$ cat config.mk
export PLATFORM = sky130hd
export DESIGN_NAME = fifo_wr_arbiter
export DESIGN_NICKNAME = d
export VERILOG_FILES = /design/src/rtl/fifo_arb_pkg.sv /design/src/rtl/fifo_rr_pick.sv /design/src/rtl/fifo_wr_arbiter.sv
export SDC_FILE = /design/constraint.sdc
export NUM_CORES = 1
export LEC_CHECK = 0
export CORE_MARGIN = 2
export CORE_UTILIZATION = 33
export CTS_CLUSTER_DIAMETER = 150
export DETAILED_ROUTE_END_ITERATION = 8
export PLACE_DENSITY = 0.76
export SYNTH_ARGS = -nofsm -noshare
export SYNTH_HDL_FRONTEND = slang
export SYNTH_HIERARCHICAL = 1
export SYNTH_SLANG_ARGS = --single-unit
$ cat constraint.sdc
create_clock -name wclk -period 1.7 [get_ports wclk]
set_input_delay 0.34 -clock wclk [delete_from_list [all_inputs] [get_ports wclk]]
set_output_delay 0.34 -clock wclk [all_outputs]
set_load 0.05 [all_outputs]
$ cat src/rtl/fifo_arb_pkg.sv
// Shared types and width helpers for the FIFO write-port arbiter and its
// round-robin picker.
package fifo_arb_pkg;

  typedef enum logic {
    IDLE  = 1'b0,
    GRANT = 1'b1
  } arb_state_t;

  // Width of an index into n requesters (at least one bit).
  function automatic int idx_width(input int n);
    return (n > 1) ? $clog2(n) : 1;
  endfunction

  // Width of a beat counter that must be able to hold m.
  function automatic int cnt_width(input int m);
    return $clog2(m + 1);
  endfunction

endpackage

$ cat src/rtl/fifo_rr_pick.sv
// Combinational round-robin picker: first set request strictly after
// last_grant, wrapping modulo NREQ.
module fifo_rr_pick
  import fifo_arb_pkg::*;
#(
  parameter  int NREQ = 4,
  localparam int IW   = idx_width(NREQ)
) (
  input  logic [NREQ-1:0] req,
  input  logic [IW-1:0]   last_grant,
  output logic            found,
  output logic [IW-1:0]   index
);

  int cand;

  // Wrap by compare-and-subtract so non-power-of-two NREQ stays in range.
  always_comb begin
    found = 1'b0;
    index = '0;
    cand  = 0;
    for (int k = 1; k <= NREQ; k++) begin
      cand = int'(last_grant) + k;
      if (cand >= NREQ) cand = cand - NREQ;
      if (!found && req[cand[IW-1:0]]) begin
        found = 1'b1;
        index = cand[IW-1:0];
      end
    end
  end

endmodule

$ cat src/rtl/fifo_wr_arbiter.sv
// Round-robin arbiter sharing the async_fifo write port among NREQ producers,
// granting bounded bursts and honouring wfull beat by beat.
module fifo_wr_arbiter
  import fifo_arb_pkg::*;
#(
  parameter  int NREQ      = 4,
  parameter  int DSIZE     = 8,
  parameter  int MAX_BURST = 4,
  localparam int IW        = idx_width(NREQ),
  localparam int BW        = cnt_width(MAX_BURST)
) (
  input  logic                  wclk,
  input  logic                  wrst_n,
  input  logic [NREQ-1:0]       req_valid,
  input  logic [NREQ*DSIZE-1:0] req_data,
  output logic [NREQ-1:0]       req_ready,
  input  logic                  wfull,
  input  logic                  almost_full,
  output logic                  winc,
  output logic [DSIZE-1:0]      wdata,
  output logic [IW-1:0]         grant_id,
  output logic                  busy,
  output logic                  burst_done
);

  arb_state_t       state, next_state;
  logic [IW-1:0]    last_grant;
  logic [IW-1:0]    pick_index;
  logic             pick_found;
  logic [BW-1:0]    beat_cnt;
  logic [BW-1:0]    limit;
  logic [BW-1:0]    lim_m1;
  logic             start;
  logic             beat;
  logic             burst_end;
  logic             cur_valid;
  logic [DSIZE-1:0] req_bytes [NREQ];

  for (genvar g = 0; g < NREQ; g++) begin : g_bytes
    assign req_bytes[g] = req_data[g*DSIZE +: DSIZE];
  end

  assign lim_m1 = limit - BW'(1);

  fifo_rr_pick #(.NREQ(NREQ)) u_pick (
    .req        (req_valid),
    .last_grant (last_grant),
    .found      (pick_found),
    .index      (pick_index)
  );

  always_ff @(posedge wclk or negedge wrst_n) begin
    if (!wrst_n) state <= IDLE;
    else         state <= next_state;
  end

  // Outputs are purely combinational so a reset mid-burst drops them at once.
  always_comb begin
    next_state = state;
    start      = 1'b0;
    beat       = 1'b0;
    burst_end  = 1'b0;
    cur_valid  = 1'b0;
    req_ready  = '0;
    winc       = 1'b0;
    wdata      = '0;
    busy       = 1'b0;
    burst_done = 1'b0;
    case (state)
      IDLE: begin
        if (pick_found && !wfull) begin
          start      = 1'b1;
          next_state = GRANT;
        end
      end
      GRANT: begin
        busy                = 1'b1;
        cur_valid           = req_valid[grant_id];
        beat                = cur_valid && !wfull;
        winc                = beat;
        req_ready[grant_id] = beat;
        wdata               = req_bytes[grant_id];
        if (!cur_valid || (beat && beat_cnt == lim_m1)) begin
          burst_end  = 1'b1;
          burst_done = 1'b1;
          next_state = IDLE;
        end
      end
      default: next_state = IDLE;
    endcase
  end

  // almost_full is only looked at when the grant is made.
  always_ff @(posedge wclk or negedge wrst_n) begin
    if (!wrst_n) begin
      grant_id   <= '0;
      last_grant <= IW'(NREQ - 1);
      limit      <= BW'(MAX_BURST);
      beat_cnt   <= '0;
    end else if (start) begin
      grant_id   <= pick_index;
      last_grant <= pick_index;
      limit      <= almost_full ? BW'(1) : BW'(MAX_BURST);
      beat_cnt   <= '0;
    end else if (burst_end) begin
      beat_cnt <= '0;
    end else if (beat && beat_cnt != lim_m1) begin
      beat_cnt <= beat_cnt + BW'(1);
    end
  end

endmodule

==> results of run 1 <==
how the worst max path moves through the flow:
stage / from / to / slack (ns) / depth (start not counted)
CTS: beat_cnt[0]$_DFFE_PN0P_ / burst_done / -0.43 / 5
global placement: wfull / beat_cnt[2]$_DFFE_PN0P_ / -0.36 / 5
global route: limit[2]$_DFFE_PN1N_ / burst_done / -0.51 / 5
detailed placement: wfull / beat_cnt[2]$_DFFE_PN0P_ / -0.39 / 5
floorplan: grant_id[1]$_DFFE_PN0N_ / wdata[0] / -0.18 / 4
finish: beat_cnt[1]$_DFFE_PN0P_ / burst_done / -0.47 / 5
power by group:
part,switching [mW],leakage (nW),total [mW],internal (mW)
Clock,0.0886,0.0210,0.219,0.130
Sequential,0.117,0.117,0.491,0.373
Combinational,1.41,0.778,3.12,1.70
sequential cells by signal (all words and copies together) (netlist names):
name,count
last_grant,2
grant_id,2
state,1
beat_cnt,3
limit,2
layout make-up:
type	instances	area share, %
clock buffers	4	1.68
inverters	4	0.869
multi-input cells	68	35.1
flip-flops and latches	10	11.9
well taps	31	1.80
repair buffers	98	48.6
critical path: stages, from the launching register on:
cell,delay [ns]
sky130_fd_sc_hd__dfrtp_1,0.38
sky130_fd_sc_hd__or3b_4,0.40
sky130_fd_sc_hd__mux2_4,0.31
sky130_fd_sc_hd__o21ai_4,0.15
sky130_fd_sc_hd__and2_4,0.18
sky130_fd_sc_hd__buf_12,0.13
metal layers:
layer  global-route usage [%]  routed length (µm)
met2                     38.5                1930
met1                     23.8                1340
met4                     12.3                 134
met3                     4.38                 259
met5                        0                   0
per-stage QoR:
step / setup TNS, ns / setup WS [ns] / utilization (%) / cell area (µm²)
after floorplan: -2.10 / -0.179 / - / 1050
after global placement: -4.94 / -0.363 / 69.3 / 1880
after detailed placement: -5.49 / -0.386 / 69.3 / 1880
after CTS: -5.30 / -0.434 / 77.1 / 2090
after global routing: -6.99 / -0.511 / 79.7 / 2160
final: -5.57 / -0.466 / 79.7 / 2160
placed cells by master, fill, tap and decap left out, types with 2 or more instances in the layout:
cell,netlist,final
sky130_fd_sc_hd__buf_6,0,22
sky130_fd_sc_hd__a21oi_1,6,5
sky130_fd_sc_hd__nand3b_1,2,2
sky130_fd_sc_hd__and2_4,0,4
sky130_fd_sc_hd__buf_12,0,11
sky130_fd_sc_hd__mux4_2,9,9
sky130_fd_sc_hd__clkbuf_4,0,3
sky130_fd_sc_hd__and2_2,0,5
sky130_fd_sc_hd__nor2_1,5,5
sky130_fd_sc_hd__dlygate4sd2_1,0,3
sky130_fd_sc_hd__buf_4,1,26
sky130_fd_sc_hd__clkdlybuf4s50_1,0,36
sky130_fd_sc_hd__dfstp_2,3,3
sky130_fd_sc_hd__nand2b_1,3,3
sky130_fd_sc_hd__nor3_4,0,2
sky130_fd_sc_hd__dfrtp_1,7,4
sky130_fd_sc_hd__inv_1,4,3
sky130_fd_sc_hd__dfrtp_2,0,3
sky130_fd_sc_hd__mux2i_1,4,2
sky130_fd_sc_hd__mux2_2,6,5
sky130_fd_sc_hd__or3b_4,0,2
sky130_fd_sc_hd__o21ai_0,3,2
sky130_fd_sc_hd__a21oi_2,1,2
sky130_fd_sc_hd__nor3b_4,0,2
sky130_fd_sc_hd__mux2i_4,0,2
repair_timing:
| action | CTS | global route |
|---|---|---|
| setup endpoints to repair | 16 | 21 |
| resized for setup | 22 | 8 |
| pin swaps | 6 | 6 |
| setup buffers | 14 | 6 |
| hold endpoints to repair | 0 | 0 |
kinds of logic after synthesis:
family,Yosys count,synth area share (%)
AND/OR/NAND/NOR,31,21.0
XOR/XNOR,1,0.950
multiplexers,19,33.6
adder cells (fa/ha/maj),1,1.36
buffers and inverters,8,3.80
AO/OA/AOI/OAI,16,11.7
flip-flops,10,27.5
==> run metrics, run 1 <==
result of the run finished, violations left; violations in the final reports negative setup slack; synthesized flop and latch total 10; Routed Antenna Nets 0; achievable frequency 462 MHz; number of design-rule violations left by the first detailed-router iteration 13; total clock buffers created by CTS 3; number of global-route vias before repair 1,175; largest voltage drop on the vdd net 1690 µV; multi-input combinational cell area 759 µm²; endpoint of the lowest-slack register-to-register path beat_cnt[2]$_DFFE_PN0P_; area of the mapped netlist 922 µm²; starting density of the core 34.0%; Slew Viols, Final 0; net count of the finished layout 226; overall die width 56.9 µm; CTS tree done; measured slew at the worst slew-check pin 0.467 ns; final non-filler cell total 215; Antenna diodes 0; Die Outline Area 3230 µm²; CTS Hold Bufs 0; worst hold slack 0.374 ns; Placed Cells 192; count of maximum capacitance violations 0; worst slew margin relative to its limit 67.9%; Critical Path AT 1.83 ns; number of hold violations in the final report 0; synthesized netlist cell count 86; number of iterations in the first detailed-routing pass 4; static leakage 0.916 nW; layout cells sized above 1 59.2%; Worst Hold Class input pin to async pin; Final Skew 0.00333 ns; Area Growth Syn to Fin 134%; Data required, critical path 1.36 ns; Post-Route WL 3670 µm; routed wire length per instance 17.1 µm; Reg2Reg Depth 7; share of the yosys chip area belonging to registers 27.5%; clock latency reported for the late side of the worst-skew pair 0.28 ns; number of sinks on the clock net 10; Core Box Area 2710 µm²; number of flops mapped to enable cells by yosys 0; number of warnings issued by yosys 6; aggregate global-route resource usage 21.7%; leading area contributor after synthesis sky130_fd_sc_hd__mux4_2; RSZ-0062 raised after global routing true; drc violations 0; leftover overflow at the end of global routing 0; maximum number of pins on one net before global-route repair 14; first-pass GRT wire length 5380 µm; Via-to-Cell Ratio 5.33; Total Power 3.83 mW; clock-pin slew of the registers on the worst-case setup and hold paths 0.07 ns; leading post-synthesis cells by instance count sky130_fd_sc_hd__and2_1 (9), sky130_fd_sc_hd__mux4_2 (9), sky130_fd_sc_hd__dfrtp_1 (7), sky130_fd_sc_hd__a21oi_1 (6), sky130_fd_sc_hd__mux2_2 (6); # IOs 57; H-tree lvl count 1; number of placement rows 19; number of vias in the routed layout 1,145; HPWL Detailed 2400 µm; largest buffer count on any clock path 2; Critical Path Start Type register; crit-path max FO 2; crit path time final 2.17 ns; die height 56.9 µm; setup violators final 18; Clk Tree Root Cell sky130_fd_sc_hd__clkbuf_4; average footprint of a synthesized cell 10.7 µm²; crit path capture type output port; ranking of synthesized cells by area sky130_fd_sc_hd__mux4_2 (22%), sky130_fd_sc_hd__dfrtp_1 (19%), sky130_fd_sc_hd__dfstp_2 (8.5%); share of the clock period used by the worst path 127%; fill count 154; power per unit of standard cell area 1770 nW/µm²; commonest register cell after synthesis sky130_fd_sc_hd__dfrtp_1; antenna violations before repair 0; post-route setup slack -0.466 ns; async set-reset flop share out of synthesis 100%; sequential cell area 258 µm²; Cell variety after synth 35; count of buffers inserted at the top-level ports 56; type of the worst setup path register to output port; global placement routability congestion 0.823; reg2reg setup slack -0.29 ns; net count after synthesis 127; FF-to-FF Start beat_cnt[2]$_DFFE_PN0P_; area share of the leading cell type in the synthesized netlist 22.0%
Note: power is estimated with default switching activity, not from simulation.
==> run 2: changes to the inputs <==
--- a/config.mk
+++ b/config.mk
@@ -10,6 +10,7 @@
 export CTS_CLUSTER_DIAMETER = 150
 export DETAILED_ROUTE_END_ITERATION = 8
 export PLACE_DENSITY = 0.76
+export SKIP_CTS_REPAIR_TIMING = 1
 export SYNTH_ARGS = -nofsm -noshare
 export SYNTH_HDL_FRONTEND = slang
 export SYNTH_HIERARCHICAL = 1
==> run metrics, run 2 (synthesis gave the netlist of run 1 again) <==
count of maximum capacitance violations 0 (unchanged); Total Power 3.55 mW (was 3.83 mW); worst hold slack 0.377 ns (was 0.374 ns); Reg2Reg Depth 5 (was 7); switching fraction of total power 42.8% (was 42.3%); sequential share of power 13.7% (was 12.8%); final instance area 2090 µm² (was 2160 µm²); RSZ-0062 raised after global routing true (unchanged); number of hold violations in the final report 0 (unchanged); crit path time final 2.14 ns (was 2.17 ns); count of buffers inserted at the top-level ports 56 (unchanged); clock share of power 6.1% (was 5.7%); most frequent cells in the layout sky130_fd_sc_hd__clkdlybuf4s50_1 (36), sky130_fd_sc_hd__buf_4 (24), sky130_fd_sc_hd__buf_6 (12) (was sky130_fd_sc_hd__clkdlybuf4s50_1 (36), sky130_fd_sc_hd__buf_4 (26), sky130_fd_sc_hd__buf_6 (22)); Int Power 2.03 mW (was 2.21 mW); max reg flops 3 (unchanged); # IOs 57 (unchanged); Core Box Area 2710 µm² (unchanged); number of sinks on the clock net 10 (unchanged); setup violators final 17 (was 18); cell type of the slowest stage on the worst timing path sky130_fd_sc_hd__dfstp_2 (was sky130_fd_sc_hd__or3b_4); share of the clock period used by the worst path 126% (was 127%); leftover overflow at the end of global routing 0 (unchanged); Via-to-Cell Ratio 5.30 (was 5.33); global placement routability congestion 0.823 (unchanged); reg2reg setup slack -0.18 ns (was -0.29 ns); routed wire length per instance 15.7 µm (was 17.1 µm); number of vias in the routed layout 1,091 (was 1,145); Final Skew 0.00156 ns (was 0.00333 ns); NetSw 1.52 mW (was 1.62 mW); endpoint of the lowest-slack register-to-register path beat_cnt[2]$_DFFE_PN0P_ (unchanged); violations in the final reports negative setup slack (unchanged); Data required, critical path 1.36 ns (about the same); number of global-route vias before repair 1,063 (was 1,175); total clock buffers created by CTS 3 (unchanged); achievable frequency 467 MHz (was 462 MHz); Critical Path AT 1.80 ns (was 1.83 ns); CTS tree done (unchanged); antenna violations before repair 0 (unchanged); largest buffer count on any clock path 2 (unchanged); number of design-rule violations left by the first detailed-router iteration 10 (was 13); leading cell type in the layout, fill and taps excluded sky130_fd_sc_hd__clkdlybuf4s50_1 (unchanged); crit-path max FO 2 (unchanged); net count of the finished layout 217 (was 226); number of placement rows 19 (unchanged); Area Growth Syn to Fin 126% (was 134%); Critical Path Start Type register (unchanged); result of the run finished, violations left (unchanged); Routed Antenna Nets 0 (unchanged); layout cells sized above 1 57.7% (was 59.2%); largest voltage drop on the vdd net 1520 µV (was 1690 µV); aggregate global-route resource usage 18.6% (was 21.7%); H-tree lvl count 1 (unchanged); Slew Viols, Final 0 (unchanged); starting density of the core 34.0% (unchanged); Final TNS setup -4.64 ns (was -5.57 ns); overall die width 56.9 µm (unchanged); Antenna diodes 0 (unchanged); power per unit of standard cell area 1700 nW/µm² (was 1770 nW/µm²); Worst Hold Class input pin to async pin (unchanged); logic gate share of total power 80.3% (was 81.4%); Die Outline Area 3230 µm² (unchanged); HPWL Detailed 2400 µm (unchanged); clock-pin slew of the registers on the worst-case setup and hold paths 0.07 ns (about the same); crit path capture type output port (unchanged); Final Core Density 77.0% (was 79.7%); die height 56.9 µm (unchanged); static leakage 0.893 nW (was 0.916 nW); post-place setup slack -0.386 ns (unchanged); number of iterations in the first detailed-routing pass 4 (unchanged); maximum number of pins on one net before global-route repair 14 (unchanged); type of the worst setup path register to output port (unchanged); Placement Cell Area 1880 µm² (unchanged); FF-to-FF Start grant_id[0]$_DFFE_PN0N_ (was beat_cnt[2]$_DFFE_PN0P_); worst slew margin relative to its limit 66.3% (was 67.9%); measured slew at the worst slew-check pin 0.491 ns (was 0.467 ns); first-pass GRT wire length 4730 µm (was 5380 µm); drc violations 0 (unchanged); Post-Route WL 3230 µm (was 3670 µm); final non-filler cell total 206 (was 215); Clk Tree Root Cell sky130_fd_sc_hd__clkbuf_4 (unchanged); Placed Cells 192 (unchanged); critical-path cell list xor2_2 > mux2_4 > o21ai_2 > and2_4 > buf_12 (was or3b_4 > mux2_4 > o21ai_4 > and2_4 > buf_12); post-route setup slack -0.439 ns (was -0.466 ns); register with the highest flop count beat_cnt (unchanged); maximum cell stage delay along the critical path 0.55 ns (was 0.40 ns); clock latency reported for the late side of the worst-skew pair 0.27 ns (was 0.28 ns)
[run 2: layout make-up]
type | count | area [µm²]
Clock buffer | 4 | 36.3
Fill cell | 165 | 623
Sequential cell | 10 | 258
Tap cell | 31 | 38.8
Timing Repair Buffer | 89 | 978
Multi-Input combinational cell | 68 | 757
Inverter | 4 | 18.8
[run 2: layer usage]
| metal | track usage, % | routed length, µm | vias up |
|---|---|---|---|
| li1 | - | - | 504 |
| met1 | 21.6 | 1180 | 530 |
| met2 | 33.6 | 1750 | 51 |
| met3 | 3.69 | 242 | 6 |
| met4 | 6.98 | 63 | 0 |
| met5 | 0 | 0 | - |
[run 2: worst max-delay path by stage]
stage | from | end | cells past startpoint
global placement | wfull | beat_cnt[2]$_DFFE_PN0P_ | 5
detailed placement | wfull | beat_cnt[2]$_DFFE_PN0P_ | 5
global route | limit[0]$_DFFE_PN0N_ | burst_done | 5
CTS | beat_cnt[0]$_DFFE_PN0P_ | burst_done | 5
floorplan | grant_id[1]$_DFFE_PN0N_ | wdata[0] | 4
finish | limit[2]$_DFFE_PN1N_ | burst_done | 5
[run 2: power groups by stage]
stage / clock [mW] / combinational [mW] / sequential, mW
after detailed placement: 0 / 2.55 / 0.481
after global placement: 0 / 2.50 / 0.475
final: 0.215 / 2.85 / 0.486
after floorplan: 0 / 1.48 / 0.594
after global routing: 0.228 / 3.00 / 0.506
after CTS: 0.223 / 2.55 / 0.477
[run 2: worst max-delay path: cells and delay by family, from the launching register on]
family                    cells  cell delay (ns)
AOI/OAI and AO/OA             1             0.16
xor gates and xnor gates      1             0.19
buffers and inverters         1             0.13
DFF                           1             0.55
muxes                         1             0.34
and+or+nand+nor               1             0.17
==> run 3: changes to the inputs <==
--- a/config.mk
+++ b/config.mk
@@ -9,8 +9,10 @@
 export CORE_UTILIZATION = 33
 export CTS_CLUSTER_DIAMETER = 150
 export DETAILED_ROUTE_END_ITERATION = 8
+export MAX_ROUTING_LAYER = met4
 export PLACE_DENSITY = 0.76
 export SKIP_CTS_REPAIR_TIMING = 1
+export SKIP_LAST_GASP = 1
 export SYNTH_ARGS = -nofsm -noshare
 export SYNTH_HDL_FRONTEND = slang
 export SYNTH_HIERARCHICAL = 1
==> run metrics, run 3 (synthesis gave the netlist of run 1 again) <==
Die Outline Area 3230 µm² (unchanged); net count of the finished layout 217 (unchanged); H-tree lvl count 1 (unchanged); Data required, critical path 1.36 ns (about the same); FF-to-FF Start grant_id[0]$_DFFE_PN0N_ (unchanged); crit path capture type output port (unchanged); worst hold slack 0.378 ns (was 0.377 ns); Clk Tree Root Cell sky130_fd_sc_hd__clkbuf_4 (unchanged); Routed Antenna Nets 0 (unchanged); leftover overflow at the end of global routing 0 (unchanged); Post-Route WL 3240 µm (was 3230 µm); clock-pin slew of the registers on the worst-case setup and hold paths 0.07 ns (about the same); CTS tree done (unchanged); measured slew at the worst slew-check pin 0.500 ns (was 0.491 ns); Core Box Area 2710 µm² (unchanged); maximum cell stage delay along the critical path 0.55 ns (about the same); Area Growth Syn to Fin 126% (unchanged); crit path time final 2.14 ns (about the same); Total Power 3.55 mW (about the same); Final Core Density 77.0% (unchanged); count of buffers inserted at the top-level ports 56 (unchanged); Top delay family on crit path flip-flops (unchanged); number of sinks on the clock net 10 (unchanged); Critical Path Start Type register (unchanged); fill count 165 (unchanged); number of hold violations in the final report 0 (unchanged); max reg flops 3 (unchanged); number of placement rows 19 (unchanged); result of the run finished, violations left (unchanged); worst slew margin relative to its limit 65.7% (was 66.3%); setup violators final 17 (unchanged); power per unit of standard cell area 1700 nW/µm² (about the same); CP startpoint limit[2]$_DFFE_PN1N_ (unchanged); total clock buffers created by CTS 3 (unchanged); first-pass GRT wire length 4730 µm (unchanged); global placement routability congestion 0.836 (was 0.823); critical-path cell list xor2_2 > mux2_4 > o21ai_2 > and2_4 > buf_12 (unchanged); Antenna diodes 0 (unchanged); drc violations 0 (unchanged); number of iterations in the first detailed-routing pass 4 (unchanged); largest voltage drop on the vdd net 1520 µV (about the same); largest buffer count on any clock path 2 (unchanged); register with the highest flop count beat_cnt (unchanged); number of design-rule violations left by the first detailed-router iteration 18 (was 10); layout cells sized above 1 57.7% (unchanged); HPWL Detailed 2400 µm (unchanged); violations in the final reports negative setup slack (unchanged); Slew Viols, Final 0 (unchanged); routed wire length per instance 15.7 µm (about the same); cell type of the slowest stage on the worst timing path sky130_fd_sc_hd__dfstp_2 (unchanged); starting density of the core 34.0% (unchanged); post-route setup slack -0.442 ns (was -0.439 ns); Via-to-Cell Ratio 5.30 (about the same); static leakage 0.893 nW (unchanged); overall die width 56.9 µm (unchanged); post-place setup slack -0.386 ns (unchanged); crit-path max FO 2 (unchanged); share of the clock period used by the worst path 126% (about the same); count of maximum capacitance violations 0 (unchanged); leading cell type in the layout, fill and taps excluded sky130_fd_sc_hd__clkdlybuf4s50_1 (unchanged); final instance area 2090 µm² (unchanged); number of global-route vias before repair 1,064 (was 1,063); Final Skew 0.00227 ns (was 0.00156 ns); die height 56.9 µm (unchanged); type of the worst setup path register to output port (unchanged); # IOs 57 (unchanged); achievable frequency 467 MHz (about the same); Placement Cell Area 1880 µm² (unchanged); RSZ-0062 raised after global routing true (unchanged); number of vias in the routed layout 1,092 (was 1,091); maximum number of pins on one net before global-route repair 14 (unchanged); most frequent cells in the layout sky130_fd_sc_hd__clkdlybuf4s50_1 (36), sky130_fd_sc_hd__buf_4 (24), sky130_fd_sc_hd__buf_6 (12) (unchanged); aggregate global-route resource usage 19.2% (was 18.6%); clock latency reported for the late side of the worst-skew pair 0.27 ns (about the same); sum of buffers and inverters on the critical path 1 (unchanged); Critical Path AT 1.80 ns (about the same); antenna violations before repair 0 (unchanged); Worst Hold Class input pin to async pin (unchanged)
-- run 3: worst reg2reg max path, stage by stage, from the launching register on --
cell and delay (ns):
sky130_fd_sc_hd__dfrtp_2 0.47, sky130_fd_sc_hd__or3b_4 0.41, sky130_fd_sc_hd__o22a_4 0.26, sky130_fd_sc_hd__buf_6 0.12, sky130_fd_sc_hd__or4_4 0.41, sky130_fd_sc_hd__a21oi_2 0.14
-- run 3: routing by layer --
metal	up-vias	track usage, %	wire length [µm]
met5	-	-	0
met4	0	6.98	63
met3	6	3.69	244
met2	51	33.6	1740
met1	531	21.6	1190
li1	504	-	-
-- run 3: final timing paths --
check | cells after the start | slack (ns) | end
max | 5 | -0.44 | burst_done
min | 1 | 0.38 | limit[0]$_DFFE_PN0N_
max reg2reg | 5 | -0.18 | beat_cnt[2]$_DFFE_PN0P_
min reg2reg | 2 | 0.52 | limit[2]$_DFFE_PN1N_
max in group asynchronous | 1 | 0.99 | last_grant[0]$_DFFE_PN1N_
min in group wclk | 2 | 0.52 | limit[2]$_DFFE_PN1N_
-- run 3: layout make-up --
type / instances / area, µm² / area share (%)
Inverter: 4 / 18.8 / 0.899
Multi-Input combinational cell: 68 / 757 / 36.3
Clock buffer: 4 / 36.3 / 1.74
Timing Repair Buffer: 89 / 978 / 46.9
Tap cell: 31 / 38.8 / 1.86
Sequential cell: 10 / 258 / 12.4
-- run 3: power by group --
group	switching, mW	leakage [nW]	internal (mW)
logic	1.32	0.754	1.53
registers	0.113	0.117	0.373
clock network	0.0854	0.0210	0.130
total	1.52	0.893	2.03
-- run 3: metrics by stage --
stage	cells	setup TNS (ns)
after global routing	206	-5.81
after detailed placement	192	-5.49
after CTS	196	-5.24
after floorplan	86	-2.10
final	206	-4.67
after global placement	192	-4.94
